File: src/rtl/uart_tx_framer_if.sv
// uart_tx_framer_if: start/busy/done request handshake.
// master = upstream command logic, slave = framer.
interface uart_tx_framer_if #(
  parameter int DATA_BITS = 8
);
  logic                 tx_start;
  logic [DATA_BITS-1:0] tx_data;
  logic                 tx_busy;
  logic                 tx_done;

  modport master (
    output tx_start,
    output tx_data,
    input  tx_busy,
    input  tx_done
  );

  modport slave (
    input  tx_start,
    input  tx_data,
    output tx_busy,
    output tx_done
  );
endinterface

File: src/rtl/uart_tx_framer.sv
// uart_tx_framer: one UART frame per accepted request, bit
// timing from rising edges of baud_clk (same clock domain).
// Ports: clock, reset (sync, active-high), baud_clk,
// bus (slave: tx_start/tx_data in, tx_busy/tx_done out), tx.
module uart_tx_framer #(
  parameter int DATA_BITS = 8,
  parameter int PARITY    = 0,
  parameter int STOP_BITS = 1
) (
  input  logic           clock,
  input  logic           reset,
  input  logic           baud_clk,
  uart_tx_framer_if.slave bus,
  output logic           tx
);

  localparam logic [2:0] S_IDLE  = 3'd0;
  localparam logic [2:0] S_ARMED = 3'd1;
  localparam logic [2:0] S_START = 3'd2;
  localparam logic [2:0] S_DATA  = 3'd3;
  localparam logic [2:0] S_PAR   = 3'd4;
  localparam logic [2:0] S_STOP  = 3'd5;

  localparam logic [2:0] LAST_BIT  = 3'(DATA_BITS - 1);
  localparam logic       LAST_STOP = 1'(STOP_BITS - 1);

  logic [2:0]           state_q, state_d;
  logic [DATA_BITS-1:0] sh_q, sh_d;
  logic [2:0]           cnt_q, cnt_d;
  logic                 stop_q, stop_d;
  logic                 par_q, par_d;
  logic                 tx_q, tx_d;
  logic                 busy_q, busy_d;
  logic                 done_q, done_d;
  logic                 baud_q;
  logic                 tick;

  // one clock wide on each rising edge of baud_clk
  assign tick = baud_clk & ~baud_q;

  always_comb begin
    state_d = state_q;
    sh_d    = sh_q;
    cnt_d   = cnt_q;
    stop_d  = stop_q;
    par_d   = par_q;
    tx_d    = tx_q;
    busy_d  = busy_q;
    done_d  = 1'b0;
    unique case (state_q)
      S_IDLE: begin
        tx_d   = 1'b1;
        busy_d = 1'b0;
        if (bus.tx_start) begin
          sh_d    = bus.tx_data;
          par_d   = (PARITY == 2) ? ~^bus.tx_data
                                  : ^bus.tx_data;
          busy_d  = 1'b1;
          state_d = S_ARMED;
        end
      end
      // a tick in the acceptance cycle is skipped so the
      // start bit always spans a full baud period
      S_ARMED: begin
        if (tick) begin
          tx_d    = 1'b0;
          state_d = S_START;
        end
      end
      S_START: begin
        if (tick) begin
          tx_d    = sh_q[0];
          cnt_d   = '0;
          state_d = S_DATA;
        end
      end
      S_DATA: begin
        if (tick) begin
          if (cnt_q == LAST_BIT) begin
            if (PARITY != 0) begin
              tx_d    = par_q;
              state_d = S_PAR;
            end else begin
              tx_d    = 1'b1;
              stop_d  = 1'b0;
              state_d = S_STOP;
            end
          end else begin
            sh_d  = sh_q >> 1;
            tx_d  = sh_q[1];
            cnt_d = cnt_q + 3'd1;
          end
        end
      end
      S_PAR: begin
        if (tick) begin
          tx_d    = 1'b1;
          stop_d  = 1'b0;
          state_d = S_STOP;
        end
      end
      S_STOP: begin
        if (tick) begin
          if (stop_q == LAST_STOP) begin
            done_d  = 1'b1;
            busy_d  = 1'b0;
            state_d = S_IDLE;
          end else begin
            stop_d = stop_q + 1'b1;
          end
        end
      end
      default: begin
        tx_d    = 1'b1;
        busy_d  = 1'b0;
        state_d = S_IDLE;
      end
    endcase
  end

  always_ff @(posedge clock) begin
    if (reset) begin
      state_q <= S_IDLE;
      sh_q    <= '0;
      cnt_q   <= '0;
      stop_q  <= 1'b0;
      par_q   <= 1'b0;
      tx_q    <= 1'b1;
      busy_q  <= 1'b0;
      done_q  <= 1'b0;
      baud_q  <= 1'b0;
    end else begin
      state_q <= state_d;
      sh_q    <= sh_d;
      cnt_q   <= cnt_d;
      stop_q  <= stop_d;
      par_q   <= par_d;
      tx_q    <= tx_d;
      busy_q  <= busy_d;
      done_q  <= done_d;
      baud_q  <= baud_clk;
    end
  end

  assign tx          = tx_q;
  assign bus.tx_busy = busy_q;
  assign bus.tx_done = done_q;

endmodule

File: src/flat_wrapper.sv
// flat-port wrapper written by rule: the top's interface ports become plain ports
module uart_tx_framer_flat 
#(
  parameter int DATA_BITS = 8,
  parameter int PARITY    = 0,
  parameter int STOP_BITS = 1
)
  (clock, reset, baud_clk, tx, bus_tx_start, bus_tx_data, bus_tx_busy, bus_tx_done);
  uart_tx_framer_if #(.DATA_BITS(DATA_BITS)) bus_i ();
  input  logic clock;
  input  logic reset;
  input  logic baud_clk;
  output logic tx;
  input wire logic [$bits(bus_i.tx_start)-1:0] bus_tx_start;
  input wire logic [$bits(bus_i.tx_data)-1:0] bus_tx_data;
  output wire logic [$bits(bus_i.tx_busy)-1:0] bus_tx_busy;
  output wire logic [$bits(bus_i.tx_done)-1:0] bus_tx_done;
  assign bus_i.tx_start = bus_tx_start;
  assign bus_i.tx_data = bus_tx_data;
  assign bus_tx_busy = bus_i.tx_busy;
  assign bus_tx_done = bus_i.tx_done;
  uart_tx_framer #(.DATA_BITS(DATA_BITS), .PARITY(PARITY), .STOP_BITS(STOP_BITS)) u_core (.clock(clock), .reset(reset), .baud_clk(baud_clk), .bus(bus_i), .tx(tx));
endmodule
File: config.mk
export PLATFORM = sky130hd
export DESIGN_NAME = uart_tx_framer_flat
export DESIGN_NICKNAME = d
export VERILOG_FILES = /design/src/rtl/uart_tx_framer_if.sv /design/src/rtl/uart_tx_framer.sv /design/src/flat_wrapper.sv
export SDC_FILE = /design/constraint.sdc
export NUM_CORES = 1
export LEC_CHECK = 0
export ABC_AREA = 1
export BUFFER_PORTS_ARGS = -buffer_cell sky130_fd_sc_hd__clkbuf_2
export CAP_MARGIN = 20
export CORE_MARGIN = 2
export CORE_UTILIZATION = 59
export CTS_CLUSTER_SIZE = 30
export DETAILED_ROUTE_END_ITERATION = 6
export GPL_TIMING_DRIVEN = 0
export PLACE_DENSITY_LB_ADDON = 0.12
export SLEW_MARGIN = 20
export SYNTH_ARGS = -nofsm -noshare
export SYNTH_HDL_FRONTEND = slang
export SYNTH_SLANG_ARGS = --single-unit
File: constraint.sdc
create_clock -name clock -period 2.1 [get_ports clock]
set_input_delay 0.21 -clock clock [delete_from_list [all_inputs] [get_ports clock]]
set_output_delay 0.21 -clock clock [all_outputs]
set_load 0.03 [all_outputs]
== Word level (Yosys, flattened, before mapping) ==
Cells that the tools add are included.

* Bits of input ports: 12
* Word-level logic and storage cells: 75
* Register bits: 19

* Add/subtract/negate cells: 2
* Eq/ne operators: 15
* Muxes and demuxes: 33
* Bitwise operators: 5
* Reductions and logical operators: 12

{| class="wikitable"
|+ Operator list
! kind !! number
|-
| 3-bit two-way mux || 11
|-
| 8-bit two-way mux || 3
|-
| 3-bit case mux with 6 select lines || 1
|-
| 8-bit case mux with 2 select lines || 1
|-
| 1-bit two-way mux || 13
|-
| 2-bit by 1-bit != test with 1-bit output (second input constant) || 6
|-
| 5-bit AND reduction || 2
|-
| 3-bit equality test (second input constant) || 3
|-
| 4-bit AND reduction || 2
|-
| 8-bit AND reduction || 1
|-
| 3-bit by 2-bit equality test with 1-bit output (second input constant) || 2
|-
| 2-bit != test (second input constant) || 3
|-
| 1-bit case mux with 3 select lines || 2
|-
| 3-bit case mux with 2 select lines || 1
|-
| 1-bit case mux with 5 select lines || 1
|-
| 1-bit inverter || 4
|-
| 2-bit nonzero test || 2
|-
| 4-bit OR reduction || 1
|-
| 3-bit by 1-bit adder with 3-bit output (second input constant) || 1
|-
| 3-bit by 1-bit equality test with 1-bit output (second input constant) || 1
|-
| 3-bit zero test || 1
|-
| 3-bit AND reduction || 1
|-
| 3-bit nonzero test || 1
|-
| 3-bit OR reduction || 1
|-
| other kinds (2) || 2
|}

== Depth between registers and ports, before layout ==
* Depth in word-level cells: 4
* Depth in mapped cells: 9
* Mapped depth without buffers: 9

== Worst setup path after synthesis ==
Ideal clock, no wire load.

* Kind: register to register
* From: register u_core.cnt_q[0]
* To: register u_core.sh_q[7]
* Period minus slack after synthesis: 1.332 ns
* Setup time: 0.113 ns
* Path slack: 0.768 ns
* Stages on the path, launching flop included: 9
* Data arrival time: 1.219 ns
* Path through: dfxtp_1 > ha_1 > ha_1 > inv_1 > nand2_4 > a21oi_4 > nand2_1 > nand2_1 > nor2_1

* Longest elaborated chain between the ends: 3

{| class="wikitable"
|+ Ends and longest elaborated chain
! item !! line !! text
|-
| start, declared || uart_tx_framer.sv:29 || <nowiki>logic [2:0] cnt_q, cnt_d;</nowiki>
|-
| start signal, assigned || uart_tx_framer.sv:135 || <nowiki>cnt_q <= cnt_d;</nowiki>
|-
| 3-bit equality test || uart_tx_framer.sv:79 || <nowiki>if (cnt_q == LAST_BIT) begin</nowiki>
|-
| 2-bit != test (no line) || n/a ||
|-
| 4-bit AND reduction (no line) || n/a ||
|-
| end signal, assigned || uart_tx_framer.sv:124 || <nowiki>sh_q <= '0;</nowiki>
|-
| end signal, assigned || uart_tx_framer.sv:134 || <nowiki>sh_q <= sh_d;</nowiki>
|-
| end, declared || uart_tx_framer.sv:28 || <nowiki>logic [DATA_BITS-1:0] sh_q, sh_d;</nowiki>
|}

Every way passes these cells.
A chain may end at the register's enable or synchronous reset.

== Worst setup path after layout ==
* From: register u_core.cnt_q[0]
* To: register u_core.sh_q[5]

The elaborated chain is that of the path after synthesis.

==> out/metrics.yaml <==
status: "complete, no violations"
comb_power_share_pct: 52.6
cp_data_required_time_ns: 2.29
r2r-end: "u_core.sh_q[5]"
grt_max_degree: 11
hp-start: "baud_clk"
insertion_delay_ns: 0.29
cts_tree: "done"
critPathTopFamily: "simple AND/OR/NAND/NOR gates"
seq_power_share_pct: 35.5
reg2reg_from: "u_core.cnt_q[0]"
h-tree-depth: 1
drive_above_1_share_pct: 18.1
cts_setup_buffers: 0
die_y_um: 45.2
cap_violations: 0
swShare_pct: 46.4
grt_usage_pct: 23.4
cp-start-kind: "flop"
ys_types: 20
cp-end-kind: "flop"
seq_area_um2: 360
utilization_pct: 72.3
vias: 1002
synth-seq-cells: 18
cts-resized-gates: 0
finish.net_count: 187
multi_input_area_um2: 562
root_buffer: "clkbuf_4"
yosysTopAreaCell: "dfxtp_1"
cp_slowest_stage_delay_ns: 0.34
path_clk_slew_ns: 0.10
ctsHoldBuffers: 0
skew_ns: 0.000405
clock_path_buffers: 2
drc: 0
r2r_slack_ns: 0.60
io_buffers: 14
maxSlewHeadroom_pct: 81.8
cts_made_buffers: 3
intPower_mw: 0.749
dp_hpwl_um: 1560
critical_path_class: "reg2reg"
ir_worst_vdd_v: 0.000657
dr.pass1.iters: 4
rsz0062_at_grt: "no"
p_per_area_nw_per_um2: 1250
hold_depth: 3
critPathArrivalTime_ns: 1.70
path_cells: "ha_1 > ha_1 > inv_1 > nand2_4 > nand2_1 > nand4_1 > nand2_1 > nor2_1"
fmax_ghz: 0.665
ys_warn_count: 0
crit_slowest_cell: "dfxtp_1"
r2r_cells: 8
start_util_pct: 65.0
hold_violations: 0
antennaDiodeCount: 0
period_share_pct: 71.6
ant_nets: 0
gp_congestion: 0.872
grt.overflow.total: 0
die-width_um: 45.2
p_switching_mw: 0.649
post_synth_instance_area_um2: 1000
path_buf_inv: 1
initialDrtViolationCount: 28
ys_seq_area_share_pct: 36.0
whs_endpoint: "u_core.baud_q"
core_area_um2: 1540
tightest_slew_ns: 0.272
grt_pass1_wl_um: 3520
crit_fanout: 7
hold_class: "in2reg"
synth.net_count: 168
cellLeakagePower_nw: 0.569
pwr-share-clk_pct: 11.9
fillers: 153
drv_slew: 0
via_per_inst: 5.36
fin_tns_setup_ns: 0
netlist_instances: 154
yosys-top-cells-area: "dfxtp_1 36%, nand2_1 16%, nor2_1 12%, nand3_1 8.0%, inv_1 4.9%"
grt_pass1_vias: 907
dieArea_um2: 2040
synth_top_area_share_pct: 36.0
routed_wl_um: 2090
fin_crit_ns: 1.50
antenna_found_initial: 0
setup_violations: 0
rows: 14
syn_to_final_growth_pct: 11.2
pin_count: 15
cts.sink_count: 18
avgSynthCellArea_um2: 6.51
finalPower_mw: 1.40
avgRoutedWirePerCell_um: 11.2
[power by group through the flow]
stage                     registers, mW  logic [mW]  clock network, mW
after floorplan                   0.520       0.561                  0
after global placement            0.498       0.706                  0
after detailed placement          0.504       0.725                  0
after CTS                         0.496       0.729              0.177
after global routing              0.507       0.831              0.182
final                             0.496       0.735              0.167
[Yosys cell counts, drive strengths merged]
cell,number
ha,2
a21oi,4
nor2,35
nand2,47
inv,15
nand3,16
dfxtp,18
nor3,1
o21ai,6
nand4,7
buf,3
[state kept, by name (all words and copies together) (netlist names)]
signal	count
u_core.bus.tx_busy	1
u_core.baud_q	1
u_core.tx	1
u_core.bus.tx_done	1
u_core.sh_q	8
u_core.cnt_q	3
u_core.state_q	3
[metal layers]
layer / track usage (%) / vias up / part of all wire, %
met3: 2.40 / 4 / 4.6
met5: 0 / - / 0
met1: 27.9 / 440 / 43
met2: 40.0 / 29 / 51
met4: 14.1 / 0 / 1.4
li1: - / 529 / -
[how the worst max path moves through the flow]
stage                     depth (start not counted)  slack (ns)                 to            start
after floorplan                                   8        0.77     u_core.sh_q[7]  u_core.cnt_q[0]
after global placement                            8        0.65     u_core.sh_q[5]  u_core.cnt_q[0]
after detailed placement                          8        0.61     u_core.sh_q[7]  u_core.cnt_q[0]
after CTS                                         8        0.59     u_core.sh_q[7]  u_core.cnt_q[0]
after global routing                              8        0.45  u_core.state_q[0]  u_core.cnt_q[0]
final                                             8        0.60     u_core.sh_q[5]  u_core.cnt_q[0]
[logic make-up (layout without fill, tap and decap cells)]
kind of cell,Yosys count,count (layout),share of synthesized area (%)
AOI/OAI and AO/OA,10,10,6.12
adders and majority gates,2,2,2.50
buffers and inverters,18,35,7.99
DFF,18,18,36.0
and+or+nand+nor,106,106,47.4
[layout by cell type (no fill, tap or decap), drive strengths merged]
master and n:
a21oi 4, buf 3, clkbuf 17, dfxtp 18
ha 2, inv 15, nand2 47, nand3 16
nand4 7, nor2 35, nor3 1, o21ai 6
[stage by stage]
| stage | setup WS (ns) | std cells | hold slack [ns] | area [um2] |
|---|---|---|---|---|
| floorplan | 0.768 | 154 | 0.279 | 1000 |
| global placement | 0.649 | 184 | 0.426 | 1090 |
| detailed placement | 0.607 | 184 | 0.443 | 1090 |
| CTS | 0.594 | 187 | 0.126 | 1110 |
| global route | 0.445 | 187 | 0.175 | 1110 |
| finish | 0.597 | 187 | 0.139 | 1110 |
[final cells by class]
class                           instances  share of cell area (%)
Inverter                               15                    5.05
Multi-Input combinational cell        118                    50.4
Clock buffer                            3                    2.02
Buffer                                  3                    2.13
Sequential cell                        18                    32.3
Tap cell                               16                    1.80
Timing Repair Buffer                   14                    6.29
[worst register-to-register path: cells and delay by family, from the launching register on]
kind | cells | cell delay, ns
buffers and inverters | 1 | 0.14
DFF | 1 | 0.34
and+or+nand+nor | 5 | 0.54
adders and majority gates | 2 | 0.39
Note: power is estimated with default switching activity, not from simulation.
